$ cat src/rtl/sc_pkg.sv
// rtl/sc_pkg.sv - shared FSM state type and counter width helper for the stochastic matrix decoder
package sc_pkg;

  typedef enum logic [1:0] {
    ST_IDLE  = 2'd0,
    ST_COUNT = 2'd1,
    ST_DONE  = 2'd2
  } sc_state_e;

  // One extra bit over LENGTH_LOG2 so a window of all ones reaches N without wrapping.
  function automatic int cnt_width(input int length_log2);
    return length_log2 + 1;
  endfunction

endpackage

$ cat src/rtl/sc_bit_counter.sv
// rtl/sc_bit_counter.sv - single element ones-counter with synchronous clear and enable
module sc_bit_counter #(
  parameter int WIDTH = 9
) (
  input  logic             clk,
  input  logic             rst_n,
  input  logic             clear,
  input  logic             enable,
  input  logic             bit_in,
  output logic [WIDTH-1:0] count
);

  logic [WIDTH-1:0] count_q;
  logic [WIDTH-1:0] count_d;

  // Clear wins over counting; a beat only adds when its stochastic bit is set.
  always_comb begin
    count_d = count_q;
    if (clear) begin
      count_d = '0;
    end else if (enable && bit_in) begin
      count_d = count_q + WIDTH'(1);
    end
  end

  // Count register, cleared immediately by the asynchronous reset.
  always_ff @(posedge clk or negedge rst_n) begin
    if (!rst_n) begin
      count_q <= '0;
    end else begin
      count_q <= count_d;
    end
  end

  assign count = count_q;

endmodule

$ cat src/rtl/sc_matrix_decoder.sv
// rtl/sc_matrix_decoder.sv - stochastic bitstream to matrix decoder; SC_DECODER_BIPOLAR_EN selects signed 2*count-N output
module sc_matrix_decoder
  import sc_pkg::*;
#(
  parameter int BATCH_SIZE      = 4,
  parameter int OUTPUT_FEATURES = 4,
  parameter int LENGTH_LOG2     = 8,
  localparam int CW             = cnt_width(LENGTH_LOG2),
`ifdef SC_DECODER_BIPOLAR_EN
  localparam int W              = CW + 1,
`else
  localparam int W              = CW,
`endif
  localparam int NE             = BATCH_SIZE * OUTPUT_FEATURES
) (
  input  logic          clk,
  input  logic          rst_n,
  input  logic          start,
  input  logic          in_valid,
  input  logic [NE-1:0] streamData,
  output logic          busy,
  output logic          out_valid,
  input  logic          out_ready,
  output logic [NE*W-1:0] outData
);

  localparam int N = 1 << LENGTH_LOG2;

  sc_state_e       state_q, state_d;
  logic [CW-1:0]   beat_q, beat_d;
  logic [NE*W-1:0] out_q;
  logic [NE*W-1:0] field_all;
  logic            clr;
  logic            cnt_en;
  logic            last_beat;

  assign cnt_en    = (state_q == ST_COUNT) && in_valid;
  assign last_beat = cnt_en && (beat_q == CW'(N - 1));

  // Next-state logic; clr restarts a window from IDLE or straight out of a DONE handshake.
  always_comb begin
    state_d = state_q;
    clr     = 1'b0;
    case (state_q)
      ST_IDLE: begin
        if (start) begin
          clr     = 1'b1;
          state_d = ST_COUNT;
        end
      end
      ST_COUNT: begin
        if (last_beat) begin
          state_d = ST_DONE;
        end
      end
      ST_DONE: begin
        if (out_ready) begin
          if (start) begin
            clr     = 1'b1;
            state_d = ST_COUNT;
          end else begin
            state_d = ST_IDLE;
          end
        end
      end
      default: state_d = ST_IDLE;
    endcase
  end

  // Beat counter tracks accepted beats within the current window.
  always_comb begin
    beat_d = beat_q;
    if (clr) begin
      beat_d = '0;
    end else if (cnt_en) begin
      beat_d = beat_q + CW'(1);
    end
  end

  // State, beat counter and output latch; outData captures only on the final beat.
  always_ff @(posedge clk or negedge rst_n) begin
    if (!rst_n) begin
      state_q <= ST_IDLE;
      beat_q  <= '0;
      out_q   <= '0;
    end else begin
      state_q <= state_d;
      beat_q  <= beat_d;
      if (last_beat) begin
        out_q <= field_all;
      end
    end
  end

  for (genvar i = 0; i < NE; i++) begin : g_elem
    logic [CW-1:0] cnt;
    logic [CW-1:0] cnt_final;

    sc_bit_counter #(
      .WIDTH (CW)
    ) u_cnt (
      .clk    (clk),
      .rst_n  (rst_n),
      .clear  (clr),
      .enable (cnt_en),
      .bit_in (streamData[i]),
      .count  (cnt)
    );

    // The last beat is still in flight when latching, so fold its bit in here.
    assign cnt_final = cnt + CW'(streamData[i]);

`ifdef SC_DECODER_BIPOLAR_EN
    assign field_all[i*W +: W] = ({1'b0, cnt_final} << 1) - W'(N);
`else
    assign field_all[i*W +: W] = cnt_final;
`endif
  end

  assign busy      = (state_q == ST_COUNT);
  assign out_valid = (state_q == ST_DONE);
  assign outData   = out_q;

endmodule

$ cat config.mk
export PLATFORM = sky130hd
export DESIGN_NAME = sc_matrix_decoder
export DESIGN_NICKNAME = d
export VERILOG_FILES = /design/src/rtl/sc_pkg.sv /design/src/rtl/sc_bit_counter.sv /design/src/rtl/sc_matrix_decoder.sv
export SDC_FILE = /design/constraint.sdc
export NUM_CORES = 1
export LEC_CHECK = 0
export ABC_AREA = 1
export BUFFER_PORTS_ARGS = -buffer_cell sky130_fd_sc_hd__buf_2
export CAP_MARGIN = 40
export CORE_UTILIZATION = 60
export DETAILED_ROUTE_END_ITERATION = 8
export PLACE_DENSITY = 0.88
export SLEW_MARGIN = 10
export SYNTH_ARGS = -nofsm -noshare
export SYNTH_HDL_FRONTEND = slang
export SYNTH_SLANG_ARGS = --single-unit
$ cat constraint.sdc
create_clock -name clk -period 2.09 [get_ports clk]
set_clock_uncertainty 0.2 [all_clocks]
set_input_delay 0.209 -clock clk [delete_from_list [all_inputs] [get_ports clk]]
set_output_delay 0.209 -clock clk [all_outputs]
set_load 0.02 [all_outputs]
==> results of run 1 <==
## how the worst max path moves through the flow
stage                           from                  endpoint  slack (ps)  cells past startpoint
2_1_floorplan  beat_q[0]$_DFFE_PN0P_  outData[103]$_DFFE_PN0P_         270                     10
3_3_place_gp   beat_q[1]$_DFFE_PN0P_   outData[16]$_DFFE_PN0P_         120                      9
3_5_place_dp   beat_q[1]$_DFFE_PN0P_    outData[6]$_DFFE_PN0P_         0.9                      9
4_1_cts        beat_q[4]$_DFFE_PN0P_   outData[17]$_DFFE_PN0P_           8                     10
5_1_grt        beat_q[4]$_DFFE_PN0P_  outData[118]$_DFFE_PN0P_         -40                     10
6_report       beat_q[3]$_DFFE_PN0P_  outData[118]$_DFFE_PN0P_          40                     10
## timing repair
action,CTS,global route
hold buffers,19,0
hold endpoints to repair,344,0
gates resized for setup,3,19
cloned,0,6
buffers inserted,0,3
endpoints found under the setup margin,22,135
pin swaps,0,6
## registers in the layout (all words and copies together) (netlist names)
name	count
beat_q	9
g_elem.u_cnt.count	144
outData	144
state_q	2
## cell families (layout without fill, tap and decap cells)
group                    after synthesis  after routing  synth area share, %
adder cells (fa/ha/maj)               50             50                 3.89
buffers and inverters                258            469                 7.09
flip-flops                           299            299                 46.5
XOR/XNOR                              46             46                 2.50
AND/OR/NAND/NOR                     1355           1355                 34.9
AO/OA/AOI/OAI                        164            164                 5.12
## layout by cell type, fill, tap and decap left out, types with 2 or more instances in the layout
cell	n
nand2_1	797
dfrtp_1	298
nand3_1	261
nor2_1	213
inv_1	174
buf_2	165
o21ai_0	102
nand4_1	69
a21oi_1	52
ha_1	48
clkbuf_16	43
xor2_1	30
dlygate4sd3_1	19
buf_4	17
xnor2_1	16
buf_12	13
o21ai_1	8
clkbuf_1	8
clkbuf_8	7
inv_2	5
or2_2	5
clkinv_2	5
clkinv_1	4
buf_16	4
nand2_2	2
ha_2	2
bufinv_16	2
## per-stage QoR
step / total power, W / cell area (um2) / setup TNS [ps] / worst slack [ps]
2_1_floorplan: 0.00880 / 16100 / 0 / 271
3_3_place_gp: 0.00946 / 17400 / 0 / 120
3_5_place_dp: 0.00962 / 17400 / 0 / 0.903
4_1_cts: 0.0158 / 18700 / 0 / 7.75
5_1_grt: 0.0166 / 18900 / -338 / -43.1
6_report: 0.0158 / 18900 / 0 / 39.0
## layer usage
layer / vias up / part of all wire (%)
li1: 7358 / -
met1: 7234 / 41
met2: 672 / 48
met3: 129 / 7.4
met4: 0 / 3.4
met5: - / 0
## report_power, final
part / switching (W) / internal (W) / total, W
registers: 0.000956 / 0.00634 / 0.00730
clock network: 0.00241 / 0.00372 / 0.00613
logic: 0.00146 / 0.000938 / 0.00240
total: 0.00482 / 0.0110 / 0.0158
## final cells by class
cell class,count,area [um2]
Clock buffer,52,1050
Multi-Input combinational cell,1615,7520
Timing Repair Buffer,225,1680
Inverter,184,703
Clock inverter,8,93.8
Sequential cell,299,7480
Fill cell,1919,7260
Tap cell,335,419
==> impl_metrics.yaml, run 1 <==
floorplan:
  die-height_um: 166
  die_area_um2: 27500
  ios: 167
  start_util_pct: 61.4
  die_w_um: 166
  rows: 59
  core-area_um2: 26200
sta:
  slew_violations: 0
  period_needed_ps: 2050
  slew_headroom_pct: 66.2
  tightest_slew_ps: 505
  setup_violations: 0
  hold_viol: 0
  finalCritPeriodShare_pct: 98.1
  rsz0062_at_grt: "yes"
  holdWs_ps: 15.9
  clock.fmax_mhz: 488
setup_path:
  r2r_cells: 10
  path_delay_family: "simple AND/OR/NAND/NOR gates"
  path_buf_inv: 2
  max_stage_delay_ps: 380
  path_cells: "nand2_2 -> nor2_2 -> nand3_2 -> nor3_2 -> ha_2 -> nand2_8 -> buf_12 -> clkbuf_16 -> nand2_1 -> nand2_1"
  arrival_ps: 2240
  r2r_end: "outData[118]$_DFFE_PN0P_"
  cp-start-kind: "register"
  crit_type: "register to register"
  critical_path_peak_fanout: 12
  endpoint_kind: "register"
  crit_path_frequent_cell: "nand2_1"
  r2r-start: "beat_q[3]$_DFFE_PN0P_"
  r2r_setup_slack_ps: 40
  required_ps: 2280
  crit_path_top_delay_cell: "dfrtp_1"
final_layout:
  fin_util_pct: 72.3
  num_antenna_cells: 0
  drive_above_1_share_pct: 11.7
  area_growth_pct: 17.7
  nNetsFinal: 2431
  instances_no_fill: 2718
synth:
  yosys.area.top_type_share_pct: 46.5
  synth_edf_count: 0
  synth_area_leaders: "dfrtp_1 46%, nand2_1 19%, nand3_1 8.1%"
  syn_area_per_cell_um2: 7.41
  ys.flop_type: "dfrtp_1"
  ys_ff_latch: 299
  synth_fp_nets: 2243
  ys_types: 26
  yosysWarnings: 0
  synth.most_common_cell: "nand2_1"
  synthCells: 2172
  synth_seq_area_share_pct: 46.5
  netlist_top_cells_count: "799 x nand2_1, 299 x dfrtp_1, 262 x nand3_1"
  synth_top_area_cell: "dfrtp_1"
  syn_area_um2: 16100
  async_reset_ff_share_pct: 100
placed_design:
  place_congestion: 0.894
  place_inst: 2630
  portBuffers: 166
  dp_hpwl_mm: 27.4
grt:
  grt_use_met3_pct: 4.69
  grt_pass1_vias: 14699
  grt_use_total_pct: 29.5
  grt_overflow: 0
  grtUsageMet1_pct: 38.4
  use_met2_pct: 49.8
  grt_first_pass_wirelength_mm: 68.1
  grt_max_degree: 103
  top_usage_layer: "met2"
  antenna_found_initial: 0
flow_run:
  maxCapViolCount: 0
routing:
  viasPerCell: 5.66
  wl_per_cell_um: 15.4
  drtPass1Iterations: 8
  antenna_left: 0
  drtIter0Drc: 1523
  drc_errors: 13
  wl_mm: 41.8
  vias: 15393
clock_tree:
  cts_made_buffers: 35
  clk-insertion-delay-late_ps: 520
  cts_buffer_depth: 3
  tritoncts: "built"
  htree_levels: 2
  root_buffer: "clkbuf_16"
  clk_pin_slew_ps: 60
  numClockSinks: 299
power_and_ir_drop:
  peakVddDrop_v: 0.000551
  powerDensity_nw_per_um2: 835
  p_leak_nw: 10.4
status:
  violations: "design-rule violations"
  outcome: "complete, but fails checks"
hold_path:
  hold_path.class: "input pin to async pin"
(Power assumes the default switching activity.)
==> run 2: changes to the inputs <==
--- a/config.mk
+++ b/config.mk
@@ -8,9 +8,9 @@
 export ABC_AREA = 1
 export BUFFER_PORTS_ARGS = -buffer_cell sky130_fd_sc_hd__buf_2
 export CAP_MARGIN = 40
-export CORE_UTILIZATION = 60
+export CORE_UTILIZATION = 45
 export DETAILED_ROUTE_END_ITERATION = 8
-export PLACE_DENSITY = 0.88
+export PLACE_DENSITY = 0.71
 export SLEW_MARGIN = 10
 export SYNTH_ARGS = -nofsm -noshare
 export SYNTH_HDL_FRONTEND = slang
==> impl_metrics.yaml, run 2 (synthesis results as in run 1) <==
routing:
  drtPass1Iterations: 7
  wl_mm: 40.1
  vias: 14697
  viasPerCell: 5.18
  antenna_left: 0
  drc_errors: 0
  drtIter0Drc: 796
  wl_per_cell_um: 14.1
final_layout:
  area_growth_pct: 18.0
  instances_no_fill: 2836
  drive_above_1_share_pct: 11.6
  final_common_cell: "nand2_1"
  fin_util_pct: 54.4
  regArea_um2: 7480
  multi_input_area_um2: 7520
  nFillCells: 3279
  final_cell_mix: "799 x nand2_1, 299 x dfrtp_1, 261 x nand3_1"
  nNetsFinal: 2425
setup_path:
  r2r_cells: 9
  r2r_end: "outData[58]$_DFFE_PN0P_"
  max_stage_delay_ps: 400
  path_cells: "inv_2 -> buf_4 -> nor2_1 -> buf_2"
  crit_type: "register to output pin"
  critical_path_peak_fanout: 17
  r2r-start: "beat_q[3]$_DFFE_PN0P_"
  cp-start-kind: "register"
  arrival_ps: 1600
  crit_path_top_delay_cell: "dfrtp_1"
  path_delay_family: "buffers and inverters"
  r2r_setup_slack_ps: 140
  required_ps: 1680
  endpoint_kind: "output pin"
  path_buf_inv: 3
placed_design:
  dp_hpwl_mm: 27.7
  place_ws_ps: 38.8
  portBuffers: 166
  place_inst: 2750
  place_congestion: 0.914
grt:
  antenna_found_initial: 1
  grt_pass1_vias: 13894
  grt_use_total_pct: 22.1
  grt_overflow: 0
  grt_max_degree: 64
  grt_first_pass_wirelength_mm: 66.7
power_and_ir_drop:
  peakVddDrop_v: 0.000609
  powerDensity_nw_per_um2: 836
  p_leak_nw: 10.3
floorplan:
  die-height_um: 191
  core-area_um2: 34900
  rows: 68
  die_area_um2: 36500
  start_util_pct: 46.2
  ios: 167
  die_w_um: 191
clock_tree:
  cts_made_buffers: 36
  root_buffer: "clkbuf_16"
  numClockSinks: 299
  clk-insertion-delay-late_ps: 520
  tritoncts: "built"
  cts_buffer_depth: 3
  clk_pin_slew_ps: 60
  htree_levels: 2
status:
  outcome: "complete, no violations"
sta:
  fin_ws_ps: 79.9
  finalCritPeriodShare_pct: 96.2
  rsz0062_at_grt: "no"
  clock.fmax_mhz: 497
  slew_violations: 0
  slew_headroom_pct: 65.7
  tightest_slew_ps: 512
  period_needed_ps: 2010
  totalNegativeSetupSlack_ps: 0
  hold_viol: 0
  setup_violations: 0
hold_path:
  hold_path.class: "input pin to async pin"
flow_run:
  maxCapViolCount: 0
## run 2: cell count changes in the layout (fill, tap and decap cells not counted), moves of 2 or more
cell | before | now
clkbuf_16 | 43 | 39
clkinvlp_4 | 0 | 2
inv_1 | 174 | 172
inv_2 | 5 | 7
nand2_1 | 797 | 799
nand2_2 | 2 | 0
o21ai_0 | 102 | 110
o21ai_1 | 8 | 0
## run 2: timing repair
action | CTS | global route
setup endpoints to repair | 1 | 88
pin swaps | 0 | 3
gates cloned | 0 | 2
hold buffers | 18 | 0
setup buffers | 0 | 1
resized for setup | 1 | 14
hold endpoints to repair | 347 | 0
## run 2: power by group
| group | switching [W] | leakage [nW] | internal, W | total, W |
|---|---|---|---|---|
| clock | 0.00247 | 0.580 | 0.00379 | 0.00625 |
| combinational | 0.00141 | 5.65 | 0.000946 | 0.00236 |
| sequential | 0.000925 | 4.09 | 0.00634 | 0.00727 |
| total | 0.00480 | 10.3 | 0.0111 | 0.0159 |
## run 2: layer usage
layer / wire length, um / global-route usage (%) / up-vias / share of wire [%]
li1: - / - / 7351 / -
met1: 18400 / 30.4 / 6895 / 46
met2: 18600 / 36.3 / 391 / 46
met3: 2410 / 3.76 / 60 / 6.0
met4: 698 / 5.43 / 0 / 1.7
met5: 0 / 0 / - / 0
## run 2: stage by stage
stage / instance area [um2] / hold slack, ps / total power [W]
2_1_floorplan: 16100 / -287 / 0.00880
3_3_place_gp: 17500 / -48.5 / 0.00952
3_5_place_dp: 17500 / -44.6 / 0.00964
4_1_cts: 18900 / 1.30 / 0.0160
5_1_grt: 19000 / 17.3 / 0.0167
6_report: 19000 / 9.01 / 0.0159
## run 2: worst reg2reg max path, cell delays in order (launching register included)
cell,delay (ps)
dfrtp_1,370
nand2_1,120
nor2_2,110
nand3_2,80
nor3_2,120
ha_2,250
nand2_8,130
buf_12,200
nand2_1,130
o21ai_0,90
## run 2: how the worst max path moves through the flow
stage | start | slack (ps) | depth (start not counted) | to
2_1_floorplan | beat_q[0]$_DFFE_PN0P_ | 270 | 10 | outData[103]$_DFFE_PN0P_
6_report | state_q[1]$_DFFE_PN0P_ | 80 | 4 | out_valid
3_5_place_dp | beat_q[0]$_DFFE_PN0P_ | 40 | 9 | outData[23]$_DFFE_PN0P_
3_3_place_gp | beat_q[0]$_DFFE_PN0P_ | 90 | 9 | outData[17]$_DFFE_PN0P_
4_1_cts | beat_q[0]$_DFFE_PN0P_ | 8 | 9 | outData[23]$_DFFE_PN0P_
5_1_grt | beat_q[3]$_DFFE_PN0P_ | 5 | 10 | outData[35]$_DFFE_PN0P_
## run 2: cell type report
cell class                      instances  share of cell area [%]
Clock buffer                           53                    5.61
Antenna cell                            1                  0.0132
Sequential cell                       299                    39.4
Tap cell                              455                    3.00
Multi-Input combinational cell       1615                    39.6
Inverter                              184                    3.70
Clock inverter                         11                   0.619
Timing Repair Buffer                  218                    8.05
